--- src/rtl/seq_detector_pkg.sv ---
// Shared defaults for the serial pattern detector.
// Parameter defaults live here so every instantiating block uses the same values.
package seq_detector_pkg;

    localparam int         DEFAULT_PAT_LEN = 4;
    localparam logic [3:0] DEFAULT_PATTERN = 4'b1011;
    localparam int         MAX_PAT_LEN     = 16;
    localparam int         FILL_W          = 5;

endpackage

--- src/rtl/seq_detector.sv ---
// Serial bit-pattern detector: pulses det for one cycle when the most recent
// PAT_LEN sampled bits equal PATTERN (first-received bit is the pattern MSB).
module seq_detector
    import seq_detector_pkg::*;
#(
    parameter int                     PAT_LEN = DEFAULT_PAT_LEN,
    parameter logic [MAX_PAT_LEN-1:0] PATTERN = 16'(DEFAULT_PATTERN),
    parameter bit                     OVERLAP = 1'b1
) (
    input  logic clk,
    input  logic rst,
    input  logic in,
    output logic det
);

    if (PAT_LEN < 2 || PAT_LEN > MAX_PAT_LEN) begin : g_bad_pat_len
        $error("seq_detector: PAT_LEN must be in 2..16");
    end

    localparam logic [PAT_LEN-1:0] PAT       = PATTERN[PAT_LEN-1:0];
    localparam logic [FILL_W-1:0]  FILL_FULL = FILL_W'(PAT_LEN);

    logic [PAT_LEN-1:0] hist_q, hist_d;
    logic [FILL_W-1:0]  fill_q, fill_d, fill_inc;
    logic               det_q, det_d;
    logic               match;

    // A match only counts once fill shows PAT_LEN genuine post-reset bits,
    // so patterns with leading zeros cannot fire on the cleared history.
    assign match = (hist_d == PAT) && (fill_inc == FILL_FULL);

    always_comb begin
        hist_d   = (hist_q << 1) | {{(PAT_LEN-1){1'b0}}, in};
        fill_inc = (fill_q == FILL_FULL) ? FILL_FULL : fill_q + 5'd1;
        fill_d   = (!OVERLAP && match) ? '0 : fill_inc;
        det_d    = match;
    end

    always_ff @(posedge clk or negedge rst) begin
        if (!rst) begin
            hist_q <= '0;
            fill_q <= '0;
            det_q  <= 1'b0;
        end else begin
            hist_q <= hist_d;
            fill_q <= fill_d;
            det_q  <= det_d;
        end
    end

    assign det = det_q;

endmodule

--- config.mk ---
export PLATFORM = sky130hd
export DESIGN_NAME = seq_detector
export DESIGN_NICKNAME = d
export VERILOG_FILES = /design/src/rtl/seq_detector_pkg.sv /design/src/rtl/seq_detector.sv
export SDC_FILE = /design/constraint.sdc
export NUM_CORES = 1
export LEC_CHECK = 0
export ABC_AREA = 1
export BUFFER_PORTS_ARGS = -buffer_cell sky130_fd_sc_hd__buf_2
export CAP_MARGIN = 20
export CORE_AREA = 2 2 39 41
export DETAILED_ROUTE_END_ITERATION = 12
export DIE_AREA = 0 0 41 43
export PLACE_DENSITY = 0.47
export SLEW_MARGIN = 25
export SYNTH_ARGS = -nofsm -noshare
export SYNTH_HDL_FRONTEND = slang
export SYNTH_SLANG_ARGS = --single-unit
--- constraint.sdc ---
create_clock -name clk -period 1.1 [get_ports clk]
set_input_delay 0.11 -clock clk [delete_from_list [all_inputs] [get_ports clk]]
set_output_delay 0.11 -clock clk [all_outputs]
set_load 0.05 [all_outputs]
# --- Word-level counts from Yosys, hierarchy flattened ---
# Index checks and enable logic that the tools add are counted.
word_totals:
  register_bits: 9
  in_bits: 3
  output_inout_bits: 1
  wordCells: 10
classes:
  addsub: 1
  n_eq_ne: 3
  muxes: 1
  n_bitwise: 1
  n_reduce_logical: 1
op_table:
  columns: ["op", "n"]
  rows:
  - ["== test 5 x 3 -> 1 bit (second input constant)", 2]
  - ["adder 5 x 1 -> 5 bit (second input constant)", 1]
  - ["2-to-1 mux 5 bit", 1]
  - ["== test 4 bit (second input constant)", 1]
  - ["bitwise OR 4 x 1 -> 4 bit", 1]
  - ["logical AND 1 bit", 1]

# --- Longest topological paths before layout ---
# Gate-level depths: netlist of run 1.
depth:
  word_depth: 4
  depth_mapped: 8
  mapped_depth_nobuf: 8

# --- Least setup slack after synthesis of run 1 ---
# OpenSTA, ideal clock, no wires.
synth_path:
  path_kind: "reg2reg"
  from: "register fill_q[0]"
  to: "register det_q, in the netlist det"
  setup_ns: 0.071
  arrival_time_ns: 1.033
  required_ns: 1.029
  path_slack_ns: -0.005
  stages_incl_launch_ff: 8
  path_buffers: 0
  period_less_slack_ns: 1.105
  path_cell_list: "dfrtp_1 -> inv_1 -> ha_1 -> inv_1 -> nand3_1 -> nor2_1 -> nand4_1 -> nor2_1"
synth_via:
  elab_chain_len: 4
  elab_cells_between_ends: 5
  classes_between: "1 x add/sub; 2 x eq/ne; 1 x mux; 1 x reduce/logical"
synth_lines:
  columns: ["item", "line_no", "rtl"]
  rows:
  - ["start: declaration", "seq_detector.sv:24", "logic [FILL_W-1:0] fill_q, fill_d, fill_inc;"]
  - ["start signal: assignment", "seq_detector.sv:46", "fill_q <= fill_d;"]
  - ["adder 5 x 1 -> 5 bit / == test 5 x 3 -> 1 bit (equally long branches)", "seq_detector.sv:34", "fill_inc = (fill_q == FILL_FULL) ? FILL_FULL : fill_q + 5'd1;"]
  - ["2-to-1 mux 5 bit (*)", "seq_detector.sv:34", null]
  - ["named net fill_d[1]", "seq_detector.sv:24", null]
  - ["== test 5 x 3 -> 1 bit (*)", "seq_detector.sv:30", "assign match = (hist_d == PAT) && (fill_inc == FILL_FULL);"]
  - ["logical AND 1 bit (*)", "seq_detector.sv:30", null]
  - ["named net det_d", "seq_detector.sv:25", "logic det_q, det_d;"]
  - ["end signal: assignment", "seq_detector.sv:47", "det_q <= det_d;"]
  - ["end: declaration", "seq_detector.sv:25", null]
# The timed path passes the listed nets; every way through them passes the cells marked *.

# --- Final worst setup path of run 1 ---
# Ends and elaborated chain as after synthesis.

==> results_dict.tcl, run 1 <==
set metrics [dict create \
    die_w_microns 41 \
    crit_fanout 3 \
    period_share_pct 102 \
    num-fill-cells 159 \
    setup-tns-final_ns -0.0227 \
    grt_pass1_vias 325 \
    antenna_found_initial 0 \
    synth_warnings 0 \
    setup_viol 1 \
    finalPower_uw 613 \
    path_buf_inv 2 \
    core_sq_um 1380 \
    num_io_pins 4 \
    fin_util_pct 37.5 \
    wl_per_cell_microns 9.43 \
    r2r_start "fill_q[0]" \
    yosysTopAreaCell "dfrtp_1" \
    synth_seq_cells 9 \
    syn_area_sq_um 383 \
    die_area_sq_um 1760 \
    root_buffer "clkbuf_4" \
    yosys.cell_types.count 10 \
    arrival_ns 1.27 \
    place_inst 62 \
    routed_via_density 4.10 \
    worst_ep_required_time_ns 1.24 \
    cts_sinks 9 \
    hold_violations 0 \
    rsz0062_at_grt "yes" \
    track_usage_pct 10.3 \
    cp-end-kind "flip-flop" \
    drive_gt1_share_pct 41.5 \
    maxSlewViolCount 0 \
    fmax_mhz 891 \
    finish.instance_area_sq_um 519 \
    area_growth_pct 35.6 \
    critPathTopFamily "flip-flops" \
    antenna_cells 0 \
    grt_max_degree 10 \
    drt_first_pass_iters 1 \
    port_buffers 3 \
    place_hpwl_microns 445 \
    avgSynthCellArea_sq_um 9.12 \
    critical-path-slowest-cell "dfrtp_1" \
    cts.htree.levels 1 \
    path_class "flip-flop to flip-flop" \
    grt_pass1_wl_mm 1.15 \
    tightest_slew_ns 0.248 \
    placed_cell_area_sq_um 425 \
    violations "setup timing" \
    cts_buffer_depth 2 \
    crit_start "fill_q[0]" \
    vias 283 \
    crit_top_cell "inv_2" \
    p_leak_nw 0.262 \
    status "finished with violations" \
    powerDensity_nw_per_um2 1180 \
    finalNonFillerCells 69 \
    drcViolationCount 0 \
    ys_seq_area_share_pct 58.8 \
    numCtsBuffers 3 \
    holdWs_ns 0.230 \
    cts_tree "yes" \
    setup_ws_ns -0.0227 \
    vdd.ir_drop.worst_mv 0.562 \
    ant_nets 0 \
    startpoint_type "flip-flop" \
    start_util_pct 27.7 \
    hold_class "input port to asynchronous set/reset pin" \
    path_clk_slew_ns 0.06 \
    slowest_delay_ns 0.39 \
    synth.top_cells.by_area "dfrtp_1 59%, inv_1 11%, nand2_1 7.8%" \
    clock_latency_ns 0.25 \
    finalWirelength_microns 651 \
    finClkSkew_ns 0.00181 \
    nets 59 \
    synth_nets 47 \
    worstPathCellList "inv_2, ha_4, nand2_2, inv_2, nand2_4, o21ai_2, a21oi_2, nor2_1" \
    r2r_slack_ns -0.02 \
    die_h_microns 43 \
    drv_cap 0 \
    pre_cts_ws_ns -0.111 \
    relSlewSlack_pct 83.6 \
    num_rows 14 \
    dr.first_iter.drc_count 0 \
    overflow 0 \
    routabilityCongestion 0.607 \
    syn_inst 42 \
    min_period_ns 1.12 \
    yosys.area.top_type_share_pct 58.8 \
]
## flip-flops by register name, summed over array words and instances, names as in the netlist
name    flops
fill_q      5
det         1
hist_q      3
## power by group
part,internal (mW),switching [mW]
Clock,0.139,0.107
Sequential,0.338,0.00316
Combinational,0.0104,0.0147
Total,0.487,0.125
## final timing paths
kind,endpoint,cells past startpoint
worst max-delay path,det,8
worst min-delay path,fill_q[3],2
worst max register to register,det,8
worst min register to register,hist_q[2],0
max in group asynchronous,fill_q[0],2
min in group clk,hist_q[2],0
## area by class of cell
type | instances | area (sq um) | area share [%]
Inverter | 11 | 41.3 | 7.95
Tap cell | 16 | 20.0 | 3.86
Sequential cell | 9 | 225 | 43.4
Clock buffer | 4 | 26.3 | 5.06
Timing Repair Buffer | 7 | 50.0 | 9.64
Multi-Input combinational cell | 22 | 156 | 30.1
## placed cells by master, fill, tap and decap left out, types with 2 or more instances in the layout
cell | netlist | routed
inv_1 | 11 | 7
nand4_1 | 2 | 2
dfrtp_1 | 9 | 9
clkbuf_4 | 0 | 3
nand2_1 | 8 | 6
nor2_1 | 3 | 2
nand2_2 | 2 | 3
inv_2 | 0 | 4
nand3_1 | 3 | 2
buf_2 | 0 | 3
buf_4 | 0 | 2
dlygate4sd3_1 | 0 | 2
## cells by family (layout without fill, tap and decap cells)
kind of cell,count (synthesis),count (layout),share of synthesized area [%]
AO/OA/AOI/OAI,2,2,2.61
buffers and inverters,11,22,10.8
flip-flops,9,9,58.8
AND/OR/NAND/NOR,18,18,21.2
adder cells (fa/ha/maj),2,2,6.53
## cells in the mapped netlist
| master | instances |
|---|---|
| a21oi_1 | 1 |
| dfrtp_1 | 9 |
| ha_1 | 2 |
| inv_1 | 11 |
| nand2_1 | 8 |
| nand2_2 | 2 |
| nand3_1 | 3 |
| nand4_1 | 2 |
| nor2_1 | 3 |
| o21ai_1 | 1 |
## metal layers
| layer | GRT usage [%] | share of wire, % | vias up |
|---|---|---|---|
| met5 | 0 | 0 | - |
| met4 | 10.0 | 0 | 0 |
| met3 | 1.57 | 1.5 | 0 |
| met2 | 15.6 | 56 | 3 |
| met1 | 11.1 | 42 | 134 |
| li1 | - | - | 146 |
## worst reg2reg max path: stages, from the launching register on
cell	delay, ns
dfrtp_1	0.39
inv_2	0.06
ha_4	0.15
nand2_2	0.06
inv_2	0.04
nand2_4	0.06
o21ai_2	0.05
a21oi_2	0.13
nor2_1	0.07
## repair_timing
| action | CTS | global route |
|---|---|---|
| setup buffers | 1 | 0 |
| resized for setup | 7 | 6 |
| endpoints found under the setup margin | 2 | 3 |
| endpoints found under the hold margin | 10 | 0 |
| pin swaps | 4 | 2 |
| hold buffers | 2 | 0 |
Power figures use the tool's default switching activity.
==> run 2: changes to the inputs <==
--- a/config.mk
+++ b/config.mk
@@ -5,13 +5,12 @@
 export SDC_FILE = /design/constraint.sdc
 export NUM_CORES = 1
 export LEC_CHECK = 0
-export ABC_AREA = 1
 export BUFFER_PORTS_ARGS = -buffer_cell sky130_fd_sc_hd__buf_2
 export CAP_MARGIN = 20
 export CORE_AREA = 2 2 39 41
 export DETAILED_ROUTE_END_ITERATION = 12
 export DIE_AREA = 0 0 41 43
-export PLACE_DENSITY = 0.47
+export PLACE_DENSITY = 0.45
 export SLEW_MARGIN = 25
 export SYNTH_ARGS = -nofsm -noshare
 export SYNTH_HDL_FRONTEND = slang
==> run 2 against run 1 <==
Compared with the run above:
- the flow still finishes with violations (setup timing)
- clock skew barely moved
- utilization decreased by 0.63 points
- sequential power barely moved
- critical path depth decreased by 2
- count of clock-buffer cells in the layout unchanged
- non-clock buffer count rose by 3
- worst hold slack better by 0.0054 ns
- first-iteration DRC count grew 3
- routed wire length fell by 10%
- final cell count decreased by 16%
- die area unchanged
- largest cell class unchanged
- highest routed layer is now met4
==> results_dict.tcl, run 2 <==
set metrics [dict create \
    cts_tree "yes" \
    relSlewSlack_pct 83.7 \
    core_sq_um 1380 \
    syn_inst 28 \
    setup_ws_ns -0.223 \
    crit_fanout 3 \
    grt-busiest-layer "met2" \
    port_buffers 3 \
    path_class "flip-flop to flip-flop" \
    num_io_pins 4 \
    r2r_slack_ns -0.22 \
    cp-end-kind "flip-flop" \
    r2r_cells 6 \
    final_cell_mix "9 x dfrtp_1, 5 x buf_4, 3 x nor2_1, 3 x clkbuf_4, 3 x buf_2" \
    vdd.ir_drop.worst_mv 0.530 \
    synthTopCellsByCount "9 x dfrtp_1, 3 x nor2_1" \
    largest_register_ffs 5 \
    dr.first_iter.drc_count 3 \
    grt_use_met2_pct 14.7 \
    num-fill-cells 141 \
    overflow 0 \
    cts.htree.levels 1 \
    rr_endpoint "det" \
    die_w_microns 41 \
    drive_gt1_share_pct 42.9 \
    crit_start "fill_q[0]" \
    period_share_pct 120 \
    die_area_sq_um 1760 \
    placed_cell_area_sq_um 405 \
    startpoint_type "flip-flop" \
    clock_latency_ns 0.25 \
    yosysTopAreaCell "dfrtp_1" \
    num_rows 14 \
    numCtsBuffers 3 \
    synth.top_cells.by_area "dfrtp_1 63%, ha_1 7.0%, and4bb_1 3.5%" \
    finalPower_uw 595 \
    tightest_slew_ns 0.247 \
    area_growth_pct 43.7 \
    crit_end "det" \
    arrival_ns 1.50 \
    drt_first_pass_iters 3 \
    maxSlewViolCount 0 \
    synth_nets 33 \
    routabilityCongestion 0.762 \
    status "finished with violations" \
    worst_ep_required_time_ns 1.28 \
    ys.flop_type "dfrtp_1" \
    pre_cts_ws_ns -0.211 \
    grt_max_degree 10 \
    hold_class "input port to asynchronous set/reset pin" \
    root_buffer "clkbuf_4" \
    setup_viol 3 \
    ant_nets 0 \
    rsz0062_at_grt "yes" \
    ys_seq_area_share_pct 63.4 \
    synth_edf_count 0 \
    routed_via_density 4.26 \
    start_util_pct 25.7 \
    avgSynthCellArea_sq_um 12.7 \
    synth_warnings 0 \
    place_hpwl_microns 447 \
    yosysMostFrequentCell "dfrtp_1" \
    finish.instance_area_sq_um 510 \
    grt_use_met3_pct 3.14 \
    yosys.area.top_type_share_pct 63.4 \
    cts_sinks 9 \
    r2r_start "fill_q[0]" \
    synth_seq_cells 9 \
    p_leak_nw 0.244 \
    cts_buffer_depth 2 \
    grt_pass1_vias 258 \
    final_common_cell "dfrtp_1" \
    use_met1_pct 7.77 \
    powerDensity_nw_per_um2 1170 \
    track_usage_pct 8.97 \
    syn_area_sq_um 355 \
    violations "setup timing" \
    drcViolationCount 0 \
    drv_cap 0 \
    finClkSkew_ns 0.00194 \
    vias 247 \
    synthArstFlopShare_pct 100 \
    antenna_found_initial 0 \
    finalWirelength_microns 584 \
    grt_pass1_wl_microns 993 \
    nets 48 \
    yosys.cell_types.count 14 \
    min_period_ns 1.32 \
    hold_violations 0 \
    wl_per_cell_microns 10.1 \
    path_clk_slew_ns 0.05 \
    die_h_microns 43 \
    antenna_cells 0 \
    largest_register "fill_q" \
    fmax_mhz 756 \
]
==> run 2: cell count changes in the layout (fill, tap and decap cells not counted), sizes merged, moves of 2 or more <==
cell   delta
buf       +3
inv       -9
nand2     -9
nand4     -2
nor3      +2
==> run 2: critical path, cell delays in order, from the launching register on <==
cell      delay [ns]
dfrtp_1         0.39
inv_1           0.10
ha_4            0.13
nor2b_4         0.13
nor3_2          0.04
a21o_2          0.20
and4bb_1        0.26
==> run 2: what timing repair did <==
| item | 4_1_cts | 5_1_grt |
|---|---|---|
| resized for setup | 0 | 8 |
| hold endpoints to repair | 10 | 0 |
| hold buffers | 2 | 0 |
| setup endpoints to repair | 2 | 4 |
| buffers inserted | 0 | 3 |
| pin swaps | 1 | 5 |
==> run 2: power by group <==
group          leakage (nW)  total, mW  internal, mW  switching, mW
Sequential            0.113      0.340         0.338        0.00263
Clock                0.0150      0.233         0.138         0.0948
Combinational         0.116     0.0213       0.00953         0.0118
==> run 2: how the worst min path moves through the flow <==
| stage | slack [ns] | end | start | depth (start not counted) |
|---|---|---|---|---|
| 6_report | 0.24 | hist_q[2] | rst | 2 |
| 5_1_grt | 0.24 | hist_q[1] | rst | 2 |
| 4_1_cts | 0.22 | fill_q[3] | rst | 2 |
| 3_5_place_dp | -0.03 | fill_q[3] | rst | 1 |
| 3_3_place_gp | -0.04 | fill_q[0] | rst | 1 |
| 2_1_floorplan | -0.19 | det | rst | 0 |
==> run 2: layer usage <==
metal	vias up	part of all wire [%]
li1	122	-
met1	120	38
met2	3	59
met3	2	1.5
met4	0	1.4
met5	-	0
==> run 2: kinds of logic after synthesis <==
| group | synth area share [%] |
|---|---|
| XOR/XNOR | 2.47 |
| buffers and inverters | 2.11 |
| AND/OR/NAND/NOR | 21.1 |
| flip-flops | 63.4 |
| AO/OA/AOI/OAI | 3.87 |
| adder cells (fa/ha/maj) | 7.04 |
==> run 2: final cells by class <==
class	count	area [sq um]	area share, %
clock buffer	4	26.3	5.15
sequential	9	225	44.1
timing repair buffer	10	72.6	14.2
inverter	2	7.51	1.47
tap	16	20.0	3.92
multi-input combinational	17	159	31.1
==> run 2: stage by stage <==
stage / std cells / util (%) / setup TNS, ns / hold WS, ns
global route: 58 / 36.9 / -0.510 / 0.244
finish: 58 / 36.9 / -0.286 / 0.235
global placement: 49 / 29.3 / -0.185 / -0.0407
CTS: 55 / 32.6 / -0.218 / 0.222
floorplan: 28 / - / -0.118 / -0.186
detailed placement: 49 / 29.3 / -0.211 / -0.0348
==> run 3: changes to the inputs <==
--- a/config.mk
+++ b/config.mk
@@ -8,6 +8,7 @@
 export BUFFER_PORTS_ARGS = -buffer_cell sky130_fd_sc_hd__buf_2
 export CAP_MARGIN = 20
 export CORE_AREA = 2 2 39 41
+export CTS_BUF_LIST = sky130_fd_sc_hd__clkbuf_4
 export DETAILED_ROUTE_END_ITERATION = 12
 export DIE_AREA = 0 0 41 43
 export PLACE_DENSITY = 0.45
==> run 3 against run 2 <==
Compared with the run above:
- the flow still finishes with violations (setup timing)
- die area stayed put
- maximum frequency hardly changed
- critical path depth stayed put
- first-iteration DRC count stayed put
- worst setup slack worse by 0.00077 ns
- total power is 4.5% higher
- cell area is 0.74% higher
- final cell count stayed put
- via count is 1.2% higher
- routed wire length is 2.4% higher
- clock skew is 0.0015 ns higher
- largest cell class unchanged
- sequential share of layout area is 0.32 points lower
==> results_dict.tcl, run 3 (same netlist as run 2, synthesis figures left out) <==
set metrics [dict create \
    grt_pass1_vias 258 \
    num_rows 14 \
    num_io_pins 4 \
    setup_viol 3 \
    cts.htree.levels 1 \
    cp-end-kind "flip-flop" \
    arrival_ns 1.50 \
    top_layer "met4" \
    final_common_cell "dfrtp_1" \
    die_area_sq_um 1760 \
    fin_util_pct 37.2 \
    place_inst 49 \
    tightest_slew_ns 0.247 \
    rsz0062_at_grt "yes" \
    finalNonFillerCells 58 \
    p_switching_uw 111 \
    num-fill-cells 139 \
    cts_buffer_depth 2 \
    area_growth_pct 44.7 \
    nets 48 \
    finalPower_uw 622 \
    clock_latency_ns 0.25 \
    core_sq_um 1380 \
    grt_max_degree 10 \
    route.met2.wl_microns 351 \
    numCtsBuffers 3 \
    start_util_pct 25.7 \
    finalWirelength_microns 598 \
    startpoint_type "flip-flop" \
    hold_class "input port to asynchronous set/reset pin" \
    wl_per_cell_microns 10.3 \
    drive_gt1_share_pct 45.2 \
    dr.first_iter.drc_count 3 \
    final_cell_mix "9 x dfrtp_1, 5 x buf_4, 4 x clkbuf_4" \
    port_buffers 3 \
    worst_ep_required_time_ns 1.28 \
    antenna_cells 0 \
    hold_violations 0 \
    drcViolationCount 0 \
    drv_cap 0 \
    relSlewSlack_pct 83.7 \
    swShare_pct 17.9 \
    seqPwrFrac_pct 54.8 \
    path_clk_slew_ns 0.06 \
    routabilityCongestion 0.762 \
    period_share_pct 120 \
    fmax_mhz 755 \
    largest_register_ffs 5 \
    ant_nets 0 \
    drt_first_pass_iters 3 \
    vias 250 \
    placed_cell_area_sq_um 405 \
    status "finished with violations" \
    crit_fanout 3 \
    setup_ws_ns -0.224 \
    internal-power_uw 511 \
    place_hpwl_microns 447 \
    overflow 0 \
    violations "setup timing" \
    routed_via_density 4.31 \
    clockPowerShare_pct 41.8 \
    finish.instance_area_sq_um 514 \
    holdWs_ns 0.234 \
    setup-tns-final_ns -0.288 \
    p_leak_nw 0.248 \
    finClkSkew_ns 0.00339 \
    die_w_microns 41 \
    root_buffer "clkbuf_4" \
    path_class "flip-flop to flip-flop" \
    powerDensity_nw_per_um2 1210 \
    p_comb_share_pct 3.4 \
    min_period_ns 1.32 \
    wl_met1_microns 228 \
    cts_sinks 9 \
    antenna_found_initial 0 \
    largest_register "fill_q" \
    maxSlewViolCount 0 \
    track_usage_pct 8.97 \
    wl_met3_microns 9 \
    die_h_microns 43 \
    pre_cts_ws_ns -0.211 \
    cts_tree "yes" \
    grt_pass1_wl_microns 993 \
    vdd.ir_drop.worst_mv 0.571 \
]
==> run 3: changes by cell type in the layout (fill, tap and decap cells not counted) <==
cell / before / now
clkbuf_1: 1 / 0
clkbuf_4: 3 / 4
==> run 3: area by class of cell <==
| cell class | instances | area [sq um] | share of cell area, % |
|---|---|---|---|
| Clock buffer | 4 | 30.0 | 5.84 |
| Inverter | 2 | 7.51 | 1.46 |
| Multi-Input combinational cell | 17 | 159 | 30.9 |
| Sequential cell | 9 | 225 | 43.8 |
| Tap cell | 16 | 20.0 | 3.89 |
| Timing Repair Buffer | 10 | 72.6 | 14.1 |
==> run 3: timing repair <==
action,4_1_cts,5_1_grt
pin swaps,1,5
endpoints found under the setup margin,2,4
buffers inserted,0,3
endpoints found under the hold margin,10,0
hold buffers,2,0
gates resized for setup,0,8
==> run 3: critical path: stages, from the launching register on <==
cell and delay (ns):
dfrtp_1 0.41, inv_2 0.08, ha_4 0.13, nor2b_4 0.13
nor3_2 0.04, a21o_2 0.20, and4bb_1 0.26
==> run 3: final timing paths <==
kind,from,endpoint,slack [ns],depth (start not counted)
worst max-delay path,fill_q[1],det,-0.22,6
worst min-delay path,rst,hist_q[1],0.23,2
worst max register to register,fill_q[1],det,-0.22,6
worst min register to register,hist_q[1],hist_q[2],0.38,0
max in group asynchronous,rst,hist_q[0],0.69,2
min in group clk,hist_q[1],hist_q[2],0.38,0
==> run 3: metal layers <==
metal	vias to the layer above	GRT usage, %
li1	122	-
met2	3	14.7
met1	123	7.77
met4	0	8.00
met3	2	3.14
met5	-	0
==> run 3: power by group through the flow <==
stage	clock [mW]	combinational, mW	sequential [mW]
3_3_place_gp	0	0.0160	0.346
2_1_floorplan	0	0.00208	0.349
5_1_grt	0.288	0.0235	0.341
3_5_place_dp	0	0.0166	0.346
6_report	0.260	0.0214	0.340
4_1_cts	0.274	0.0218	0.340
